**src/rtl/sdram_line_fetcher.sv**
```systemverilog
// Fetches one line from SDRAM as a sequence of 8-word burst reads and streams
// the returned words out one at a time, checking each burst's address tag.
module sdram_line_fetcher #(
    parameter int MAX_OUTSTANDING = 4,
    parameter int LEN_WIDTH       = 8
) (
    input  logic                 clk,
    input  logic                 rst_n_i,
    input  logic                 start_i,
    input  logic [23:0]          base_addr_i,
    input  logic [LEN_WIDTH-1:0] num_bursts_i,
    output logic                 busy_o,
    output logic                 done_o,
    output logic                 error_o,
    output logic [31:0]          cmd_burst_d_o,
    output logic                 cmd_burst_enq_o,
    input  logic                 cmd_burst_alm_full_i,
    input  logic [159:0]         rsp_burst_q_i,
    input  logic                 rsp_burst_empty_i,
    output logic                 rsp_burst_deq_o,
    output logic [15:0]          pix_d_o,
    output logic                 pix_valid_o,
    input  logic                 pix_ready_i,
    output logic                 pix_last_o
);

    // Return-path states
    //   state   | meaning
    //   R_IDLE  | waiting for a burst at the head of the data FIFO
    //   R_SHIFT | presenting the 8 words of the latched burst downstream

    localparam int OUT_W = $clog2(MAX_OUTSTANDING + 1);

    typedef enum logic {
        R_IDLE,
        R_SHIFT
    } ret_state_t;

    ret_state_t state, state_next;

    logic                 busy;
    logic                 done;
    logic                 error;
    logic [LEN_WIDTH-1:0] num_bursts;
    logic [LEN_WIDTH-1:0] issued;
    logic [LEN_WIDTH-1:0] returned;
    logic [OUT_W-1:0]     outstanding;
    logic [23:0]          issue_addr;
    logic [23:0]          tag_addr;
    logic                 cmd_enq;
    logic [31:0]          cmd_d;
    logic                 rsp_deq;
    logic [127:0]         shift;
    logic [2:0]           word_cnt;

    logic start_accept;
    logic issue_fire;
    logic fetch_burst;
    logic word_accept;
    logic last_word;
    logic pix_valid;
    logic pix_last;
    logic line_done;
    logic unused_rsp_bits;

    assign unused_rsp_bits = ^rsp_burst_q_i[159:152];

    assign start_accept = start_i && !busy;

    // The !cmd_enq term spaces enqueues at least one cycle apart.
    assign issue_fire = busy
                     && (issued < num_bursts)
                     && (outstanding < OUT_W'(MAX_OUTSTANDING))
                     && !cmd_burst_alm_full_i
                     && !cmd_enq;

    always_comb begin
        state_next  = state;
        fetch_burst = 1'b0;
        word_accept = 1'b0;
        last_word   = 1'b0;
        pix_valid   = 1'b0;
        pix_last    = 1'b0;
        case (state)
            R_IDLE: begin
                if (busy && !rsp_burst_empty_i && (returned < num_bursts)) begin
                    fetch_burst = 1'b1;
                    state_next  = R_SHIFT;
                end
            end
            R_SHIFT: begin
                pix_valid   = 1'b1;
                last_word   = (word_cnt == 3'd7);
                pix_last    = last_word && (returned == num_bursts);
                word_accept = pix_ready_i;
                if (pix_ready_i && last_word) begin
                    state_next = R_IDLE;
                end
            end
            default: state_next = R_IDLE;
        endcase
    end

    assign line_done = word_accept && pix_last;

    always_ff @(posedge clk) begin
        if (!rst_n_i) begin
            state <= R_IDLE;
        end else begin
            state <= state_next;
        end
    end

    always_ff @(posedge clk) begin
        if (!rst_n_i) begin
            busy        <= 1'b0;
            done        <= 1'b0;
            error       <= 1'b0;
            num_bursts  <= '0;
            issued      <= '0;
            returned    <= '0;
            outstanding <= '0;
            issue_addr  <= '0;
            tag_addr    <= '0;
            cmd_enq     <= 1'b0;
            cmd_d       <= '0;
            rsp_deq     <= 1'b0;
            shift       <= '0;
            word_cnt    <= '0;
        end else begin
            done    <= 1'b0;
            cmd_enq <= issue_fire;
            rsp_deq <= fetch_burst;

            if (start_accept) begin
                error       <= 1'b0;
                num_bursts  <= num_bursts_i;
                issued      <= '0;
                returned    <= '0;
                outstanding <= '0;
                issue_addr  <= base_addr_i;
                tag_addr    <= base_addr_i;
                if (num_bursts_i == '0) begin
                    done <= 1'b1;
                end else begin
                    busy <= 1'b1;
                end
            end else begin
                if (issue_fire) begin
                    cmd_d      <= {8'h00, issue_addr};
                    issue_addr <= issue_addr + 24'd8;
                    issued     <= issued + LEN_WIDTH'(1);
                end

                case ({issue_fire, fetch_burst})
                    2'b10:   outstanding <= outstanding + OUT_W'(1);
                    2'b01:   outstanding <= outstanding - OUT_W'(1);
                    default: outstanding <= outstanding;
                endcase

                // A mismatching tag only flags the error; the data still goes out.
                if (fetch_burst) begin
                    shift    <= rsp_burst_q_i[127:0];
                    word_cnt <= 3'd0;
                    returned <= returned + LEN_WIDTH'(1);
                    tag_addr <= tag_addr + 24'd8;
                    if (rsp_burst_q_i[151:128] != tag_addr) begin
                        error <= 1'b1;
                    end
                end else if (word_accept) begin
                    shift    <= {shift[111:0], 16'h0000};
                    word_cnt <= word_cnt + 3'd1;
                end

                if (line_done) begin
                    done <= 1'b1;
                    busy <= 1'b0;
                end
            end
        end
    end

    assign busy_o          = busy;
    assign done_o          = done;
    assign error_o         = error;
    assign cmd_burst_d_o   = cmd_d;
    assign cmd_burst_enq_o = cmd_enq;
    assign rsp_burst_deq_o = rsp_deq;
    assign pix_d_o         = shift[127:112];
    assign pix_valid_o     = pix_valid;
    assign pix_last_o      = pix_last;

endmodule

```
**config.mk**
```make
export PLATFORM = sky130hd
export DESIGN_NAME = sdram_line_fetcher
export DESIGN_NICKNAME = d
export VERILOG_FILES = /design/src/rtl/sdram_line_fetcher.sv
export SDC_FILE = /design/constraint.sdc
export NUM_CORES = 1
export LEC_CHECK = 0
export CORE_MARGIN = 3
export CORE_UTILIZATION = 36
export CTS_CLUSTER_DIAMETER = 30
export DETAILED_ROUTE_END_ITERATION = 7
export PLACE_DENSITY_LB_ADDON = 0.3
export SYNTH_ARGS = -nofsm -noshare
export SYNTH_HDL_FRONTEND = slang
export SYNTH_SLANG_ARGS = --single-unit
export TNS_END_PERCENT = 20
```
**constraint.sdc**
```tcl
create_clock -name clk -period 9.6 [get_ports clk]
set_clock_uncertainty 0.15 [all_clocks]
set_input_delay 1.92 -clock clk [delete_from_list [all_inputs] [get_ports clk]]
set_output_delay 1.92 -clock clk [all_outputs]
set_load 0.01 [all_outputs]
```
# Yosys cells after proc, flatten, opt, wreduce, memory -nomap -nowiden
# Cells that the tools add are included.
[op_classes] addsub=7 order_cmp=3 eq_ne=6 n_mux=22 n_bitwise=3 n_reduce_logical=25
[op_table] op="$mux W128" count=2
[op_table] op="$mux W24" count=4
[op_table] op="$add A24 B4 Y24 const B" count=2
[op_table] op="$ne A24 B24 Y1" count=1
[op_table] op="$add A8 B1 Y8 const B" count=2
[op_table] op="$lt A8 B8 Y1" count=2
[op_table] op="$mux W1" count=12
[op_table] op="$logic_and A1 B1 Y1" count=10
[op_table] op="$reduce_bool A2 Y1" count=5
[op_table] op="$eq A8 B8 Y1" count=1
[op_table] op="$logic_not A8 Y1" count=1
[op_table] op="$reduce_and A2 Y1" count=4
[op_table] op="$add A3 B1 Y3 const B" count=2
[op_table] op="$mux W3" count=2
[op_table] op="$pmux W3 S2" count=1
[op_table] op="$logic_not A1 Y1" count=4
[op_table] op="$eq A3 B3 Y1 const B" count=1
[op_table] op="$lt A3 B3 Y1 const B" count=1
[op_table] op="$not A1 Y1" count=3
[op_table] op="$sub A3 B1 Y3 const B" count=1
[op_table] op="$eq A2 B1 Y1 const B" count=1
[op_table] op="$eq A2 B2 Y1 const B" count=1
[op_table] op="$ne A2 B2 Y1 const B" count=1
[op_table] op="$pmux W1 S2" count=1
[op_table] op="$reduce_or A2 Y1" count=1
[word_totals] register_bits=236 input_bits=198 out_inout_bits=55 elab_cells=81

# Longest topological paths before layout
# Gate-level depths: netlist of the first run.
[depth] depth_word=7 depth_mapped=13 mapped_depth_nobuf=12

# Worst setup path before layout of the first run
# Ideal clock, no wire load.
[synth_timing] kind="input-to-reg" from="in cmd_burst_alm_full_i" to="reg outstanding[2]" setup_time_ns=0.072 arrival_ns=4.052 required_ns=9.378 path_slack_ns=5.326 path_stages=10 path_buffers=1 path_cell_list="nor4b_2 > nand2_1 > clkbuf_1 > nor2_1 > inv_1 > ha_1 > fa_1 > xnor2_1 > or3_1 > a21oi_1"
[synth_between] elab_chain_cells=5 elab_cells_between_ends=7 cone_classes="eq/ne: 2; mux: 1; reduce/logical: 4"
[synth_rtl] item="start: declaration" line_no="17" rtl="input logic cmd_burst_alm_full_i,"
[synth_rtl] item="$logic_not A1 Y1 (*)" line_no="74" rtl="&& !cmd_burst_alm_full_i"
[synth_rtl] item="$logic_and A1 B1 Y1 (*)" line_no="74"
[synth_rtl] item="$logic_and A1 B1 Y1 (*)" line_no="75" rtl="&& !cmd_enq;"
[synth_rtl] item="$eq A2 B1 Y1 or $eq A2 B2 Y1 (tied branches)" line_no="155" rtl="case ({issue_fire, fetch_burst})"
[synth_rtl] item="$pmux W3 S2 or $reduce_bool A2 Y1 (tied branches)"
[synth_rtl] item="end signal: assignment" line_no="156" rtl="2'b10: outstanding <= outstanding + OUT_W'(1);"
[synth_rtl] item="end signal: assignment" line_no="157" rtl="2'b01: outstanding <= outstanding - OUT_W'(1);"
[synth_rtl] item="end signal: assignment" line_no="158" rtl="default: outstanding <= outstanding;"
[synth_rtl] item="end: declaration" line_no="47" rtl="logic [OUT_W-1:0] outstanding;"
# Mark *: on every way between the ends. The rest lies on a longest branch, timed or not.
# A chain may end at the register's enable or synchronous reset.

# Worst setup path in the final report of the first run
[layout_timing] from="in rsp_burst_empty_i" to="reg outstanding[2]"
[layout_between] elab_chain_cells=7 elab_cells_between_ends=9 cone_classes="eq/ne: 2; mux: 3; reduce/logical: 4"
[layout_rtl] item="start: declaration" line_no="19" rtl="input logic rsp_burst_empty_i,"
[layout_rtl] item="$logic_not A1 Y1 (*)" line_no="86" rtl="if (busy && !rsp_burst_empty_i && (returned < num_bursts)) begin"
[layout_rtl] item="$logic_and A1 B1 Y1 (*) (2 in series)" line_no="86"
[layout_rtl] item="$mux W1 (*)" line_no="86"
[layout_rtl] item="$mux W1 (*)" line_no="84" rtl="case (state)"
[layout_rtl] item="$eq A2 B1 Y1 or $eq A2 B2 Y1 (tied branches)" line_no="155"
[layout_rtl] item="$pmux W3 S2 or $reduce_bool A2 Y1 (tied branches)"
# Marked as above.

==> results of run 1 <==
[state kept, by name, indices dropped and copies added (netlist names)]
signal	cells
returned	8
done_o	1
num_bursts	8
cmd_burst_d_o	24
outstanding	3
state	1
cmd_burst_enq_o	1
word_cnt	3
issue_addr	22
error_o	1
issued	8
busy_o	1
shift	128
tag_addr	23
rsp_burst_deq_o	1
[worst max-delay path, cell delays in order]
cell             delay, ns
clkdlybuf4s50_1       0.53
nor4b_2               0.07
o21ai_1               0.53
or3_4                 0.83
inv_1                 0.72
ha_1                  0.46
fa_1                  0.38
xnor2_1               0.16
or3_1                 0.31
a21oi_1               0.14
[power groups by stage]
stage               registers [mW]  clock network (mW)  logic [mW]
floorplan                     1.08                   0       0.218
global placement              1.09                   0       0.351
detailed placement            1.09                   0       0.358
CTS                           1.08                2.05       0.361
global route                  1.08                2.10       0.397
finish                        1.08                2.02       0.360
[kinds of logic (layout without fill, tap and decap cells)]
logic type,Yosys count,in the layout
AND/OR/NAND/NOR,654,654
XOR/XNOR,37,37
flip-flops,233,233
multiplexers,1,1
adder cells (fa/ha/maj),23,23
other,1,13
AO/OA/AOI/OAI,314,314
buffers and inverters,158,372
[metrics by stage]
stage / std cells / utilization
4_1_cts: 2038 / 0.513
6_report: 2043 / 0.514
3_5_place_dp: 1930 / 0.447
3_3_place_gp: 1930 / 0.447
5_1_grt: 2041 / 0.514
2_1_floorplan: 1428 / -
[worst min path at each step]
stage | cells after the start | endpoint | slack [ns] | from
6_report | 2 | shift[12]$_SDFFE_PN0P_ | 0.31 | shift[12]$_SDFFE_PN0P_
5_1_grt | 2 | shift[8]$_SDFFE_PN0P_ | 0.33 | shift[8]$_SDFFE_PN0P_
4_1_cts | 2 | shift[14]$_SDFFE_PN0P_ | 0.32 | shift[14]$_SDFFE_PN0P_
3_5_place_dp | 2 | shift[14]$_SDFFE_PN0P_ | 0.31 | shift[14]$_SDFFE_PN0P_
3_3_place_gp | 2 | shift[12]$_SDFFE_PN0P_ | 0.31 | shift[12]$_SDFFE_PN0P_
2_1_floorplan | 2 | num_bursts[1]$_SDFFE_PN0P_ | 0.29 | num_bursts[1]$_SDFFE_PN0P_
[layout make-up]
type / count / area, um^2
tap: 396 / 495
inverter: 16 / 60.1
clock buffer: 70 / 1560
timing repair buffer: 248 / 2450
fill: 2946 / 15100
sequential: 233 / 4660
antenna: 5 / 12.5
multi-input combinational: 1037 / 6210
clock inverter: 38 / 508
[per-layer routing]
layer / share of wire / up-vias / wire [um] / GRT usage
li1: - / 5419 / - / -
met1: 0.44 / 5254 / 15600 / 0.259
met2: 0.46 / 357 / 16300 / 0.305
met3: 0.068 / 83 / 2420 / 0.0456
met4: 0.032 / 4 / 1150 / 0.0786
met5: 0.00076 / - / 27 / 0
[cells in the final DEF (no fill, tap or decap), types with 4 or more instances in the layout]
cell,netlist,layout
or4_1,16,16
diode_2,0,5
o21ai_0,56,55
o31ai_1,11,11
buf_4,24,12
o21a_1,4,4
nor3_1,27,27
a31oi_1,11,11
ha_1,22,22
clkinv_2,0,12
o211a_1,118,118
clkbuf_1,93,6
a21oi_1,27,27
conb_1,1,8
nand2_1,302,302
nand3_1,177,176
dfxtp_1,233,233
nor2_1,35,35
clkinvlp_4,0,9
xor2_1,10,10
and3_1,18,17
a211oi_1,15,15
xnor2_1,27,27
clkbuf_8,0,6
bufinv_16,0,10
a311oi_1,5,5
nand4_1,17,17
clkbuf_16,0,58
clkdlybuf4s50_1,0,235
or3_1,10,9
a21boi_1,21,21
a21boi_0,31,31
clkinv_4,0,5
and2_1,11,11
or2_2,7,7
inv_1,16,16
and4_1,7,7
nor4_1,15,15
==> metrics list, run 1 <==
- In the post-synthesis netlist, the biggest area contributors are dfxtp_1 40%, o211a_1 10%, nand2_1 9.8%.
* Maximum number of pins on one net before global-route repair: 110
* Maximum level of the CTS H-tree: 2
* Kind of end point of the critical path: flip-flop
* Global-route wire length before repair: 54.3 mm
- In this run the vertical extent of the chip is 185 um.
- Once detail routing completed, the nets flagged for antenna violations numbered 0.
* Detailed placer's ending HPWL: 24.0 mm
- Worst Setup SP: rsp_burst_empty_i
- The number of cells on the worst reg-to-reg path is 11.
- Setup TNS after final layout: 0 ns
- Cell at the root of the clock tree: clkbuf_16
- Part of the total power dissipated in sequential elements: 0.311
* Area share of the largest cell type after synthesis: 0.405
- Of the total synthesized cell area, the portion taken by full adders, half adders and majority gates is 0.0256.
- Synthesis instantiated 51 different standard cells from the library.
- Proportion of power drawn by the clock network: 0.585
- The share of total power dissipated in combinational logic is 0.104.
* Destination of the critical timing path: outstanding[2]$_SDFFE_PP0P_
- After detailed placement, the total cell area comes to 13,900 um^2.
- Setup repair after global routing left no endpoint under its margin.
* Post-synthesis to final-layout area growth: 38.5%
- In this run, synthesis produced a sequential element count of 233.
- In this run the critical register-to-register path is captured at outstanding[2]$_SDFFE_PP0P_.
* Final critical delay including setup and external delays: 5.79 ns
* Bufs on Longest Clock Path: 3
* Via-to-Cell Ratio: 5.44
* Simple-gate share of the synthesized area: 0.266
- Setup slack of the critical path after layout: 3.81 ns
* Area leader, netlist: dfxtp_1
- Most frequent cells after synthesis: 302 x nand2_1, 233 x dfxtp_1, 177 x nand3_1
- Clk sinks: 233
- The worst register-to-register path begins at num_bursts[7]$_SDFFE_PN0P_.
- Max capacitance violation total: 0
* Total setup violations reported at the end of the flow: 0
* Antenna violations before repair: 6
- Most frequent cell after synthesis: nand2_1
- Clock slew at the register clock pins of the worst setup and hold paths: 0.04 ns
* Internal: 2.62 mW
- A synthesized cell averages 8.11 um^2.
- Worst VDD drop: 0.123 mV
- The compound-cell area share of the yosys netlist is 0.213.
- Tot Pwr: 3.46 mW
- For this configuration, the core starts out at a cell density of 0.371.
* Class of the most critical hold timing path: flip-flop to flip-flop
- Slew Viols, Final: 0
- After clock tree synthesis, the repair step resized 0 gates.
* Global Route Usage Sum: 0.194
- Final hold analysis gives a worst-case slack of 0.315 ns.
- After synthesis, the largest family of logic cells by area is simple AND/OR/NAND/NOR gates.
- The core region is 31,100 um^2.
- The number of clock buffers added by TritonCTS is 58.
- Setup slack on the worst reg-to-reg path comes out at 4.66 ns.
- Count of yosys warnings during synthesis: 0
- Number of enable-type register cells in the synthesized netlist: 0
- The routed layout has 11,117 vias.
- Final Wtd Congestion: 0.825
* Setup Crit Path Kind: input port to flip-flop
* Final routed wirelength across all metal layers: 35.6 mm
* Die outline width: 185 um
* CP Data Required Time: 9.90 ns
* Synthesized area: 11,500 um^2
* CTS tree: done
- Critical path startpoint category: input port
- Xor/xnor cell area share of the yosys netlist: 0.0281
- Cells after synthesis: 1,421
- Part of the Yosys area used for sequential elements: 0.405
- For this run, the post-layout net count is 1,815.
- Later-pin clock latency in the skew report: 0.56 ns
- The floorplan step defined a die boundary enclosing 34,200 um^2.
- For this run, design rule violations remaining after detail routing come to 0.
* Count of input and output buffers: 236
* Most frequently used flop master after synthesis: dfxtp_1
* CTS Hold Bufs: 0
- Cell area after layout: 16,000 um^2
* Switching share of power: 0.242
* Cell area power density: 217 nW/um^2
* Synth async-reset ratio: 0
- Final Cycle Share: 0.604
- For this design the static power due to leakage is 6.92 nW.
* Fraction of layout instances using a drive strength above 1: 0.0810
- The flow ran to the end, and the final reports show no timing, DRC or antenna violations.
- Residual overflow from global routing: 0
* Fraction of synthesized area in multiplexers: 0.000868
- Number of violations reported at the end of detailed-routing iteration 0: 758
* WP data arrival: 6.09 ns
* Number of global-route vias before repair: 10,427
- Slew of the pin with the lowest slew margin: 1.03 ns
- The first detailed-routing pass ran for 5 iterations.
* Peak Freq: 173 MHz
* Core Rows: 64
* Maximum fanout count along the critical path: 82
- Hold violation total from the final report: 0
- Worst slack, placed: 3.32 ns
* Number of buffers inserted by post-CTS setup repair: 0
- 253 I/O pins were placed.
- Max-Slew Margin vs Limit: 0.311
- In the final routed layout, each cell accounts on average for 17.4 um.
- Sw Pwr: 0.836 mW
Note: power is estimated with default switching activity, not from simulation.
==> inputs of run 2 (changes only) <==
clock period = 5.3 ns   (was 9.6 ns; I/O delays follow)
==> run 2 against run 1 <==
Compared with the run above:
- first-iteration DRC count grew 3.3%
- count of clock-buffer cells in the layout up 1
- sequential share of layout area about the same
- total power grew 81%
- register-to-register slack lost 2.9 ns
- largest cell class unchanged
==> metrics list, run 2 (same netlist as run 1, synthesis figures left out) <==
* Status: complete, no violations
* Cell area after layout: 16,000 um^2
- Of the cells placed in the final design, the portion with a size suffix greater than 1 is 0.0804.
- Kind of end point of the critical path: output pin
- The root buffer cell chosen for the clock tree is clkbuf_16.
* Global-route wire length before repair: 54.8 mm
- Worst Setup SP: num_bursts[7]$_SDFFE_PN0P_
- Leaving out fill and tap cells, the most frequent cell in the layout is nand2_1.
- For this configuration, the core starts out at a cell density of 0.371.
- The number of hold violations in the final report was 0.
* Maximum fanout count along the critical path: 3
* Family with the most delay on the worst path: buffers and inverters
- Detailed placer's ending HPWL: 24.0 mm
- Hold repair after CTS inserted 0 buffers.
* Cells on worst reg2reg path: 11
- shift holds more flip-flops than any other register.
* CP Data Required Time: 4.09 ns
- The final count of pins violating max slew is 0.
- After detailed placement, the total cell area comes to 13,900 um^2.
- In the global route stage, overall resource usage came out at 0.198.
* Flip-flop count of the largest register, all copies and words added: 128
- The H-tree was split into 2 levels.
* Start of the worst register-to-register path: num_bursts[7]$_SDFFE_PN0P_
- Input and output buffers added on the ports amount to 236.
* Unrepaired setup endpoints after global routing: no
* Via-to-Cell Ratio: 5.42
- The number of setup buffers added after CTS is 0.
* Critical path startpoint category: flip-flop
- Setup TNS after final layout: 0 ns
- Timing would allow up to 273 MHz.
- Later-pin clock latency in the skew report: 0.56 ns
- Residual overflow from global routing: 0
- The initial antenna violation count is 5.
- Die outline width: 185 um
- In this run the standard cell core region covers 31,100 um^2.
- Count of unresolved DRC violations after routing: 0
- Number of violations reported at the end of detailed-routing iteration 0: 783
- The worst register-to-register path ends at outstanding[2]$_SDFFE_PP0P_.
* Max capacitance violation total: 0
- In this run the power density over the cells is 392 nW/um^2.
- For the pin with the worst max-slew slack, the measured transition is 1.01 ns.
- Row generation in the floorplan step produced 64 rows.
- FILL cells: 2,932
- After detailed routing, the average wire length per cell comes to 17.3 um.
- Compared with the post-synthesis result, the final layout area differs by 38.7%.
* Combined flip-flop and latch cell area: 4660 um^2
- Power comes to 6.27 mW.
* Max-Slew Margin vs Limit: 0.324
- Final critical delay including setup and external delays: 3.66 ns
* Footprint of the multi-input gates: 6210 um^2
- Once detail routing completed, the nets flagged for antenna violations numbered 0.
- The critical path contains buffers and inverters numbering 2 combined.
- Worst-path cell with the longest stage delay: clkdlybuf4s50_1
- Summed over all cells, the static leakage comes to 6.95 nW.
- Number of placed instances, taps included: 1,933
- The number of global-route vias before repair came to 10,392.
- Clk sinks: 233
- Class of the most critical hold timing path: flip-flop to flip-flop
- TritonCTS built the clock tree.
- The critical path is of the flip-flop to output pin type.
- Final routed wirelength across all metal layers: 35.3 mm
- In the final design database the tool counted 1,817 nets.
* CP cell instances: inv_1 -> ha_1 -> nand4_1 -> nor3_1 -> clkdlybuf4s50_1
- Non-filler instance count after layout: 2,041
* Number of cells on the critical path: 5
* Worst VDD drop: 0.285 mV
* Bufs on Longest Clock Path: 3
* Clock slew at the register clock pins of the worst setup and hold paths: 0.04 ns
- Commonest non-fill, non-tap cells in the layout: 302 x nand2_1, 235 x clkdlybuf4s50_1, 233 x dfxtp_1
* Initial DRT Pass Iterations: 8
- Entering global routing, the biggest net connects 199 pins.
- 253 I/O pins were placed.
- In the finished design, the share of the clock period the worst path needs comes to 0.691.
* Destination of the critical timing path: pix_last_o
- R2R setup slack: 1.81 ns
- Final Wtd Congestion: 0.890
* Highest cell delay on the worst timing path: 0.62 ns
- Total setup violations reported at the end of the flow: 0
- The die covers 34,200 um^2.
- STA puts the critical path data arrival time at 2.45 ns.
- Num CTS Buffers: 57
- The number of gates resized after CTS was 0.
* Chip Height: 185 um
- The final route contains 11,055 vias.
run 2: cell types whose count changed in the layout (fill, tap and decap cells not counted), sizes merged:
cell	before	now
diode	5	4
clkbuf	70	71
bufinv	10	11
buf	13	16
clkinv	18	14
inv	17	18
clkinvlp	9	6
run 2: worst min path at each step:
stage,startpoint,end,slack [ns],depth (start not counted)
5_1_grt,shift[13]$_SDFFE_PN0P_,shift[13]$_SDFFE_PN0P_,0.33,2
3_3_place_gp,shift[11]$_SDFFE_PN0P_,shift[11]$_SDFFE_PN0P_,0.31,2
3_5_place_dp,shift[13]$_SDFFE_PN0P_,shift[13]$_SDFFE_PN0P_,0.31,2
6_report,shift[10]$_SDFFE_PN0P_,shift[10]$_SDFFE_PN0P_,0.31,2
2_1_floorplan,num_bursts[1]$_SDFFE_PN0P_,num_bursts[1]$_SDFFE_PN0P_,0.29,2
4_1_cts,shift[10]$_SDFFE_PN0P_,shift[10]$_SDFFE_PN0P_,0.32,2
run 2: layout make-up:
type / instances / area share
flip-flops and latches: 233 / 0.292
multi-input cells: 1037 / 0.389
inverters: 16 / 0.00376
repair buffers: 251 / 0.156
clock buffers: 71 / 0.0975
diodes: 4 / 0.000626
well taps: 396 / 0.0310
clock inverters: 33 / 0.0312
run 2: per-stage QoR:
step                      hold slack (ns)  worst slack [ns]   util
after floorplan                     0.293              1.89      -
after global placement              0.306              1.28  0.448
after detailed placement            0.310              1.26  0.448
after CTS                           0.316              1.63  0.514
after global routing                0.327              1.52  0.514
final                               0.313              1.64  0.515
run 2: worst register-to-register path, stage by stage, from the launching register on:
cell,delay (ns)
dfxtp_1,0.33
inv_1,0.08
ha_1,0.30
nand4_1,0.15
o21ai_1,0.81
or3_4,0.32
inv_1,0.07
ha_1,0.22
fa_1,0.39
xnor2_1,0.14
or3_1,0.31
a21oi_1,0.15
run 2: power breakdown:
part           switching, mW  internal, mW  leakage [nW]
clock network           1.07          2.60          1.00
logic                  0.330         0.322          4.05
registers             0.0853          1.86          1.90
total                   1.48          4.79          6.95
run 2: metal layers:
layer  vias to the layer above  wire length [um]  track usage
li1                       5423                 -            -
met1                      5196             15100        0.261
met2                       359             16400        0.310
met5                         -                42            0
met4                         6               969       0.0756
met3                        71              2810       0.0522
